**src/rtl/spi_fetch_ctrl.sv**
```systemverilog
// spi_fetch_ctrl: turns CPU instruction-fetch / data requests into SPI master commands,
//   keeping an instruction stream open across sequential fetches with a one-entry prefetch buffer.
// Latency: request accept -> spi_start 1 cycle; spi_done -> resp_valid 1 cycle (buffer hit: accept -> resp 1 cycle).
// Backpressure: req_ready low while a transaction is in flight (WAIT/STOP) or a streamed fetch is pending.
// Ports: clk/rst_n (sync active-low); req_* CPU request (valid/ready); resp_* one-cycle response pulse;
//   spi_start/stop/cont command pulses and spi_* transaction parameters to the master; spi_data_out/spi_done from it.
module spi_fetch_ctrl (
    input  logic        clk,
    input  logic        rst_n,
    input  logic        req_valid,
    output logic        req_ready,
    input  logic [23:0] req_addr,
    input  logic        req_is_instr,
    input  logic        req_write,
    input  logic [5:0]  req_len,
    input  logic [31:0] req_wdata,
    output logic        resp_valid,
    output logic [31:0] resp_data,
    output logic        resp_compressed,
    output logic        spi_start,
    output logic        spi_stop,
    output logic        spi_cont,
    output logic        spi_write_enable,
    output logic        spi_is_instr,
    output logic [23:0] spi_addr,
    output logic [5:0]  spi_data_len,
    output logic [31:0] spi_data_in,
    input  logic [31:0] spi_data_out,
    input  logic        spi_done
);

    typedef enum logic [1:0] {
        ST_IDLE,
        ST_WAIT,
        ST_STREAM,
        ST_STOP
    } state_t;

    state_t      state_q;

    // Registered outputs
    logic        req_ready_q;
    logic        resp_valid_q;
    logic [31:0] resp_data_q;
    logic        resp_cmp_q;
    logic        spi_start_q;
    logic        spi_stop_q;
    logic        spi_cont_q;
    logic        spi_we_q;
    logic        spi_is_instr_q;
    logic [23:0] spi_addr_q;
    logic [5:0]  spi_len_q;
    logic [31:0] spi_wdata_q;

    // Stream tracking: address of the next sequential instruction, prefetch buffer, pending fetch
    logic [23:0] next_addr_q;
    logic        buf_vld_q;
    logic [31:0] buf_data_q;
    logic        buf_cmp_q;
    logic        pend_q;

    // Request captured on a stream miss, replayed after the STOP cycle
    logic [23:0] lat_addr_q;
    logic        lat_is_instr_q;
    logic        lat_we_q;
    logic [5:0]  lat_len_q;
    logic [31:0] lat_wdata_q;

    // Combinational helpers
    logic        accept_d;
    logic        hit_d;
    logic        req_we_d;
    logic [5:0]  req_len_d;
    logic        done_cmp_d;
    logic [31:0] done_word_d;
    logic [23:0] done_step_d;
    logic [23:0] buf_step_d;

    always_comb begin
        accept_d  = req_valid && req_ready_q;
        hit_d     = accept_d && req_is_instr && (req_addr == next_addr_q);
        // Writes only exist for data accesses; instruction fetches always move one 32-bit word
        req_we_d  = req_write && !req_is_instr;
        req_len_d = req_is_instr ? 6'd32 : req_len;
        // The master returns bytes in flash order {b0,b1,b2,b3}; b0 carries the RISC-V length bits
        done_cmp_d  = (spi_data_out[25:24] != 2'b11);
        done_word_d = done_cmp_d
                    ? {16'h0000, spi_data_out[23:16], spi_data_out[31:24]}
                    : {spi_data_out[7:0], spi_data_out[15:8], spi_data_out[23:16], spi_data_out[31:24]};
        done_step_d = done_cmp_d ? 24'd2 : 24'd4;
        buf_step_d  = buf_cmp_q ? 24'd2 : 24'd4;
    end

    always_ff @(posedge clk) begin
        if (!rst_n) begin
            state_q        <= ST_IDLE;
            req_ready_q    <= 1'b1;
            resp_valid_q   <= 1'b0;
            resp_data_q    <= '0;
            resp_cmp_q     <= 1'b0;
            spi_start_q    <= 1'b0;
            spi_stop_q     <= 1'b0;
            spi_cont_q     <= 1'b0;
            spi_we_q       <= 1'b0;
            spi_is_instr_q <= 1'b0;
            spi_addr_q     <= '0;
            spi_len_q      <= '0;
            spi_wdata_q    <= '0;
            next_addr_q    <= '0;
            buf_vld_q      <= 1'b0;
            buf_data_q     <= '0;
            buf_cmp_q      <= 1'b0;
            pend_q         <= 1'b0;
            lat_addr_q     <= '0;
            lat_is_instr_q <= 1'b0;
            lat_we_q       <= 1'b0;
            lat_len_q      <= '0;
            lat_wdata_q    <= '0;
        end else begin
            // Command and response strobes are single-cycle pulses
            spi_start_q  <= 1'b0;
            spi_stop_q   <= 1'b0;
            spi_cont_q   <= 1'b0;
            resp_valid_q <= 1'b0;

            case (state_q)
                ST_IDLE: begin
                    if (accept_d) begin
                        spi_addr_q     <= req_addr;
                        spi_is_instr_q <= req_is_instr;
                        spi_we_q       <= req_we_d;
                        spi_len_q      <= req_len_d;
                        spi_wdata_q    <= req_wdata;
                        spi_start_q    <= 1'b1;
                        req_ready_q    <= 1'b0;
                        state_q        <= ST_WAIT;
                    end
                end

                ST_WAIT: begin
                    if (spi_done) begin
                        resp_valid_q <= 1'b1;
                        req_ready_q  <= 1'b1;
                        if (spi_is_instr_q) begin
                            resp_data_q <= done_word_d;
                            resp_cmp_q  <= done_cmp_d;
                            next_addr_q <= spi_addr_q + done_step_d;
                            buf_vld_q   <= 1'b0;
                            pend_q      <= 1'b0;
                            state_q     <= ST_STREAM;
                        end else begin
                            resp_data_q <= spi_we_q ? 32'h0 : spi_data_out;
                            resp_cmp_q  <= 1'b0;
                            state_q     <= ST_IDLE;
                        end
                    end
                end

                ST_STREAM: begin
                    if (accept_d && !hit_d) begin
                        // Miss: close the stream; any word arriving now is dropped with it
                        lat_addr_q     <= req_addr;
                        lat_is_instr_q <= req_is_instr;
                        lat_we_q       <= req_we_d;
                        lat_len_q      <= req_len_d;
                        lat_wdata_q    <= req_wdata;
                        buf_vld_q      <= 1'b0;
                        spi_stop_q     <= 1'b1;
                        req_ready_q    <= 1'b0;
                        state_q        <= ST_STOP;
                    end else if (hit_d) begin
                        spi_cont_q <= 1'b1;
                        if (buf_vld_q) begin
                            resp_valid_q <= 1'b1;
                            resp_data_q  <= buf_data_q;
                            resp_cmp_q   <= buf_cmp_q;
                            next_addr_q  <= next_addr_q + buf_step_d;
                            // A word landing in the same cycle refills the slot just freed
                            buf_vld_q    <= spi_done;
                            if (spi_done) begin
                                buf_data_q <= done_word_d;
                                buf_cmp_q  <= done_cmp_d;
                            end
                        end else if (spi_done) begin
                            resp_valid_q <= 1'b1;
                            resp_data_q  <= done_word_d;
                            resp_cmp_q   <= done_cmp_d;
                            next_addr_q  <= next_addr_q + done_step_d;
                        end else begin
                            pend_q      <= 1'b1;
                            req_ready_q <= 1'b0;
                        end
                    end else if (spi_done) begin
                        if (pend_q) begin
                            resp_valid_q <= 1'b1;
                            resp_data_q  <= done_word_d;
                            resp_cmp_q   <= done_cmp_d;
                            next_addr_q  <= next_addr_q + done_step_d;
                            pend_q       <= 1'b0;
                            req_ready_q  <= 1'b1;
                        end else if (!buf_vld_q) begin
                            buf_vld_q  <= 1'b1;
                            buf_data_q <= done_word_d;
                            buf_cmp_q  <= done_cmp_d;
                        end else begin
                            // Overflow: nobody consumed the buffered word, give up on the stream
                            buf_vld_q  <= 1'b0;
                            spi_stop_q <= 1'b1;
                            state_q    <= ST_IDLE;
                        end
                    end
                end

                ST_STOP: begin
                    spi_addr_q     <= lat_addr_q;
                    spi_is_instr_q <= lat_is_instr_q;
                    spi_we_q       <= lat_we_q;
                    spi_len_q      <= lat_len_q;
                    spi_wdata_q    <= lat_wdata_q;
                    spi_start_q    <= 1'b1;
                    state_q        <= ST_WAIT;
                end

                default: begin
                    state_q     <= ST_IDLE;
                    req_ready_q <= 1'b1;
                end
            endcase
        end
    end

    assign req_ready        = req_ready_q;
    assign resp_valid       = resp_valid_q;
    assign resp_data        = resp_data_q;
    assign resp_compressed  = resp_cmp_q;
    assign spi_start        = spi_start_q;
    assign spi_stop         = spi_stop_q;
    assign spi_cont         = spi_cont_q;
    assign spi_write_enable = spi_we_q;
    assign spi_is_instr     = spi_is_instr_q;
    assign spi_addr         = spi_addr_q;
    assign spi_data_len     = spi_len_q;
    assign spi_data_in      = spi_wdata_q;

endmodule
```
**config.mk**
```make
export PLATFORM = sky130hd
export DESIGN_NAME = spi_fetch_ctrl
export DESIGN_NICKNAME = d
export VERILOG_FILES = /design/src/rtl/spi_fetch_ctrl.sv
export SDC_FILE = /design/constraint.sdc
export NUM_CORES = 1
export LEC_CHECK = 0
export ABC_AREA = 1
export ABC_CLOCK_PERIOD_IN_PS = 2800
export CAP_MARGIN = 20
export CORE_UTILIZATION = 40
export CTS_BUF_LIST = sky130_fd_sc_hd__clkbuf_2 sky130_fd_sc_hd__clkbuf_4 sky130_fd_sc_hd__clkbuf_8
export DETAILED_ROUTE_END_ITERATION = 8
export PLACE_DENSITY = 0.68
export SLEW_MARGIN = 0
export SYNTH_ARGS = -nofsm -noshare
export SYNTH_HDL_FRONTEND = slang
export SYNTH_SLANG_ARGS = --single-unit
```
**constraint.sdc**
```tcl
create_clock -name clk -period 2.8 [get_ports clk]
set_input_delay 0.7 -clock clk [delete_from_list [all_inputs] [get_ports clk]]
set_output_delay 0.7 -clock clk [all_outputs]
set_load 0.02 [all_outputs]
```
* After elaboration in Yosys (flattened, before gate mapping)
Index checks and enable logic that the tools add are counted.
** Storage, ports and cells
- Register bits :: 227
- Bits of input ports :: 100
- Output and inout bits :: 102
- Word-level logic and storage cells :: 179
** Operators by class
- Add/subtract/negate cells :: 3
- Equal/unequal tests :: 27
- Mux-type cells :: 100
- Bitwise gates (word level) :: 3
- Reduce and logical (&&, ||, !) cells :: 23
** Operator list (count)
- two-way mux 32 bit :: 16
- two-way mux 24 bit :: 9
- one-hot mux 32 bit (2 select lines) :: 2
- one-hot mux 24 bit (2 select lines) :: 2
- adder 24 x 3 -> 24 bit :: 3
- two-way mux 1 bit :: 49
- AND reduction 7 bit :: 4
- inequality test 3 bit, second input constant :: 9
- == test 24 bit :: 1
- inequality test 4 bit, second input constant :: 5
- two-way mux 2 bit :: 8
- inequality test 2 bit, second input constant :: 7
- one-hot mux 1 bit (2 select lines) :: 7
- two-way mux 6 bit :: 2
- one-hot mux 6 bit (2 select lines) :: 1
- AND reduction 6 bit :: 2
- one-hot mux 2 bit (4 select lines) :: 1
- two-way mux 3 bit :: 2
- AND reduction 2 bit :: 3
- nonzero test 2 bit :: 3
- logical AND 1 bit :: 5
- AND reduction 5 bit :: 1
- == test 2 bit, second input constant :: 2
- inequality test 2 x 1 -> 1 bit, second input constant :: 2
- other kinds (7) :: 10

* Longest topological paths before layout
- Word-level depth :: 8
- Depth in mapped cells :: 18
- Depth with buffers taken out :: 17

* Least setup slack after synthesis
OpenSTA, ideal clock, no wires.
- Path type :: in2reg
- From :: input spi_data_out[25]
- To :: register next_addr_q[17]
- Arrival time :: 2.590 ns
- Required time :: 2.684 ns
- Setup slack :: 0.095 ns
- Stages on the path :: 14
- Path through :: nand2_1 clkbuf_1 ha_1 fa_1 nand3_1 inv_1 nand2_1 nor2_1 xor2_1 nand2_1 nand3_1 o21ai_0 nor2_1 nor2_1
** Between the ends
- Cells in the longest elaborated chain, start to end :: 8
- Elaborated cells between the ends (all ways) :: 13
- Classes of those cells :: add/sub: 2; eq/ne: 1; mux: 10
** RTL lines
- start, declared :: RTL line 28 : input logic [31:0] spi_data_out,
- inequality test 2 bit (*) :: RTL line 86 : done_cmp_d = (spi_data_out[25:24] != 2'b11);
- named net done_cmp_d :: RTL line 74 : logic done_cmp_d;
- two-way mux 3 bit (*) :: RTL line 90 : done_step_d = done_cmp_d ? 24'd2 : 24'd4;
- adder 24 x 3 -> 24 bit :: RTL line 188, 198
- two-way mux 24 bit (on tied branches) :: RTL line 194, 184
- two-way mux 24 bit (on tied branches) :: RTL line 193, 173
- two-way mux 24 bit :: RTL line 171 : end else if (hit_d) begin
- two-way mux 24 bit :: RTL line 160 : if (accept_d && !hit_d) begin
- one-hot mux 24 bit (2 select lines) (*) :: RTL line 126 : case (state_q)
- end signal, assigned :: RTL line 177 : next_addr_q <= next_addr_q + buf_step_d;
- end signal, assigned :: RTL line 188 : next_addr_q <= next_addr_q + done_step_d;
- end signal, assigned :: RTL line 198 : next_addr_q <= next_addr_q + done_step_d;
- end, declared :: RTL line 56 : logic [23:0] next_addr_q;
Mark *: on every way through the listed nets, which the timed path passes. The rest lies on a longest branch. The select of a mux whose other input is x is not followed.
A chain may end at the register's enable or synchronous reset.

* Worst setup path after layout
- From :: register next_addr_q[17]
- To :: register buf_data_q[28]
** Between the ends
- Cells in the longest elaborated chain, start to end :: 6
- Elaborated cells between the ends (all ways) :: 11
- Classes of those cells :: eq/ne: 4; mux: 1; bitwise: 1; reduce/logical: 5
** RTL lines
- start signal, assigned :: RTL line 147 : next_addr_q <= spi_addr_q + done_step_d;
- start signal, assigned :: RTL line 177
- start signal, assigned :: RTL line 188
- == test 24 bit (*) :: RTL line 81 : hit_d = accept_d && req_is_instr && (req_addr == next_addr_q);
- logical AND 1 bit (*) :: RTL line 81
- named net hit_d :: RTL line 71 : logic hit_d;
- zero test 1 bit :: RTL line 160
- logical AND 1 bit :: RTL line 160
- NOT 1 bit (no source line)
- AND reduction 7 bit (no source line)
- end signal, assigned :: RTL line 181 : buf_data_q <= done_word_d;
- end signal, assigned :: RTL line 203 : buf_data_q <= done_word_d;
- end, declared :: RTL line 58 : logic [31:0] buf_data_q;
Mark *: on every way through the listed nets, which the timed path passes. The rest lies on a longest branch.

==> impl_metrics.toml <==
[run_status]
status = "finished, final reports clean"

[die]
die_w_um = 181
coreArea_um2 = 31600
start_util_pct = 40.7
dieArea_um2 = 32900
io_pins = 202
die_y_um = 181
row_count = 65

[cts]
clock_sinks = 227
worst_skew_pair.late_latency_ns = 0.58
htree_levels = 2
clk_pin_slew_ns = 0.05
root_buffer = "clkbuf_8"
numCtsBuffers = 43
cts_hold_repair.buffers = 0
clk_path_buf_depth = 3
tritoncts = "built"
post_cts_buffers = 0

[cells_and_area]
final_area_um2 = 17300
area_delta_synth_final_pct = 34.7
final_util_pct = 54.9
fin_nets = 2495
final_layout_size_suffix_gt1_share_pct = 12.6

[sta]
fmax_mhz = 377
maxSlewViolCount = 0
finalHoldViolations = 0
relSlewSlack_pct = 36.5
min_period_over_period_pct = 94.8
period_needed_ns = 2.65
finalSetupTns_ns = 0
setup_viol = 0
worst_slew_pin_slew_ns = 0.952
skew_ns = 0.0337

[yosys]
avgSynthCellArea_um2 = 6.16
ys_warn_count = 0
synth_ff_type = "dfxtp_1"
synth_cells = 2088
synth_area_leaders = "dfxtp_1, nand2_1, nor2_1"
ys_ff_latch = 227
synth-edff-count = 0
syn-cell-area_um2 = 12900
yosysMostFrequentCell = "nand2_1"
synth_common_cells = "nand2_1, nor2_1, dfxtp_1"
synth_top_area_share_pct = 35.3
synth_top_area_cell = "dfxtp_1"
async_reset_ff_share_pct = 0
syn_nets = 2203
yosysUniqueCellTypes = 40
yosysSeqAreaShare_pct = 35.3

[route]
detail_route.iter0.violations = 1185
post_drt_wl_per_cell_um = 16.2
ant_nets = 0
routed_via_density = 5.17
drt-total-wl_um = 45400
vias = 14500
dr.pass1.iters = 6
post-route-drc-count = 0

[job]
cap_violations = 0

[power_and_ir_drop]
worst_ir_drop_vdd_uv = 711
cellPowerDensity_nw_per_um2 = 968
leakage_nw = 7.86

[placed_design]
placed_cell_area_um2 = 16300
gp_congestion = 0.982
place_hpwl_um = 32300
port_buffers = 201

[worst_setup_path]
path_common_cell = "nand2_1"
crit_type = "flop to flop"
regToRegEndpoint = "buf_data_q[28]"
path_max_fanout = 16
startpoint = "next_addr_q[17]"
end_kind = "flop"
worstPathRequired_ns = 3.28
critical_path.max_stage_delay_ns = 0.45
cp_cell_sequence = "inv_2, nand2_1, nand2_1, nor2_1, nand2_2, nor2_1, nand2_1, nor2_2, ha_1, a211oi_2, nand3_2, inv_2, buf_12, o21ai_0, a21oi_1"
rr_worst_depth = 15
arrival_ns = 3.13
r2r_slack_ns = 0.15
start_kind = "flop"
r2r_start = "next_addr_q[17]"
cp-endpoint = "buf_data_q[28]"
cp_slowest_cell = "dfxtp_1"

[global_routing]
antenna_found_initial = 2
grt_pass1_vias = 13600
grt_usage_pct = 27.0
grt_max_degree = 186
overflow = 0
grt_pass1_wl_um = 72000

[min_path]
hold_class = "flop to flop"
hold_path.startpoint = "buf_data_q[5]"
-- cell families after synthesis --
family                     share of synthesized area [%]
buffers and inverters                               10.2
AOI/OAI and AO/OA                                   17.6
adders and majority gates                           1.63
xor gates and xnor gates                            2.38
DFF                                                 35.3
and+or+nand+nor                                     32.9
-- cell usage in the layout (no fill, tap or decap), types with 7 or more instances in the layout --
cell type	netlist	layout
inv_1	198	195
dlymetal6s2s_1	0	23
a32oi_1	15	15
nand3_2	4	9
a31oi_1	66	66
a21oi_1	132	131
buf_12	0	13
nor2_1	256	241
clkbuf_8	0	53
nor2_2	2	14
nand2_1	675	665
nor3_1	16	16
nand3_1	88	83
xor2_1	29	29
ha_1	12	10
dfxtp_1	227	225
o21ai_0	175	175
clkbuf_4	0	10
inv_2	17	20
nand2_2	3	13
clkdlybuf4s50_1	0	177
nand4_1	7	7
buf_4	2	145
-- metrics by stage --
step / total power, mW / worst slack (ns) / hold slack [ns] / cells
2_1_floorplan: 9.94 / 0.0946 / 0.430 / 2088
3_3_place_gp: 13.2 / -0.573 / 0.440 / 2735
3_5_place_dp: 13.4 / -0.621 / 0.447 / 2736
4_1_cts: 16.7 / 0.0242 / 0.455 / 2805
5_1_grt: 18.0 / -0.00618 / 0.466 / 2807
6_report: 16.8 / 0.146 / 0.452 / 2807
-- state kept, by name, indices dropped and copies added (netlist names), 24 cells and up --
register     count
spi_data_in     32
lat_wdata_q     32
buf_data_q      32
lat_addr_q      24
spi_addr        24
resp_data       32
next_addr_q     24
-- routing by layer --
layer | wire, um | share of wire, % | global-route usage (%)
met2 | 20100 | 44 | 43.2
met4 | 827 | 1.8 | 6.24
met3 | 3900 | 8.6 | 6.03
met1 | 20600 | 45 | 36.8
met5 | 11 | 0.024 | 0
-- timing repair --
action	in CTS	in global routing
pin swaps	1	10
resized for setup	2	63
endpoints found under the setup margin	15	97
hold endpoints to repair	0	0
gates cloned	0	1
-- critical path, delay by kind of cell (launching register included) --
family,cells,cell delay (ns)
simple gates,8,1.03
compound gates,3,0.46
flops,1,0.45
buf+inv,3,0.39
fa+ha+maj,1,0.24
-- how the worst min path moves through the flow --
stage	cells past startpoint	to
floorplan	2	buf_data_q[0]
global route	2	buf_data_q[8]
CTS	2	buf_data_q[5]
global placement	2	buf_data_q[16]
finish	2	buf_data_q[5]
detailed placement	2	buf_data_q[3]
-- area by class of cell --
| class | instances | area (um2) |
|---|---|---|
| tap | 402 | 503 |
| clock inverter | 6 | 45.0 |
| clock buffer | 63 | 805 |
| inverter | 218 | 818 |
| multi-input combinational | 1528 | 7150 |
| timing repair buffer | 362 | 3450 |
| antenna | 1 | 2.50 |
| fill | 3140 | 14200 |
| sequential | 227 | 4550 |
-- power breakdown --
part,switching (mW),internal (mW)
Combinational,5.16,3.32
Clock,1.47,1.83
Sequential,0.764,4.21
No activity file was read; power rests on OpenSTA's default activity.
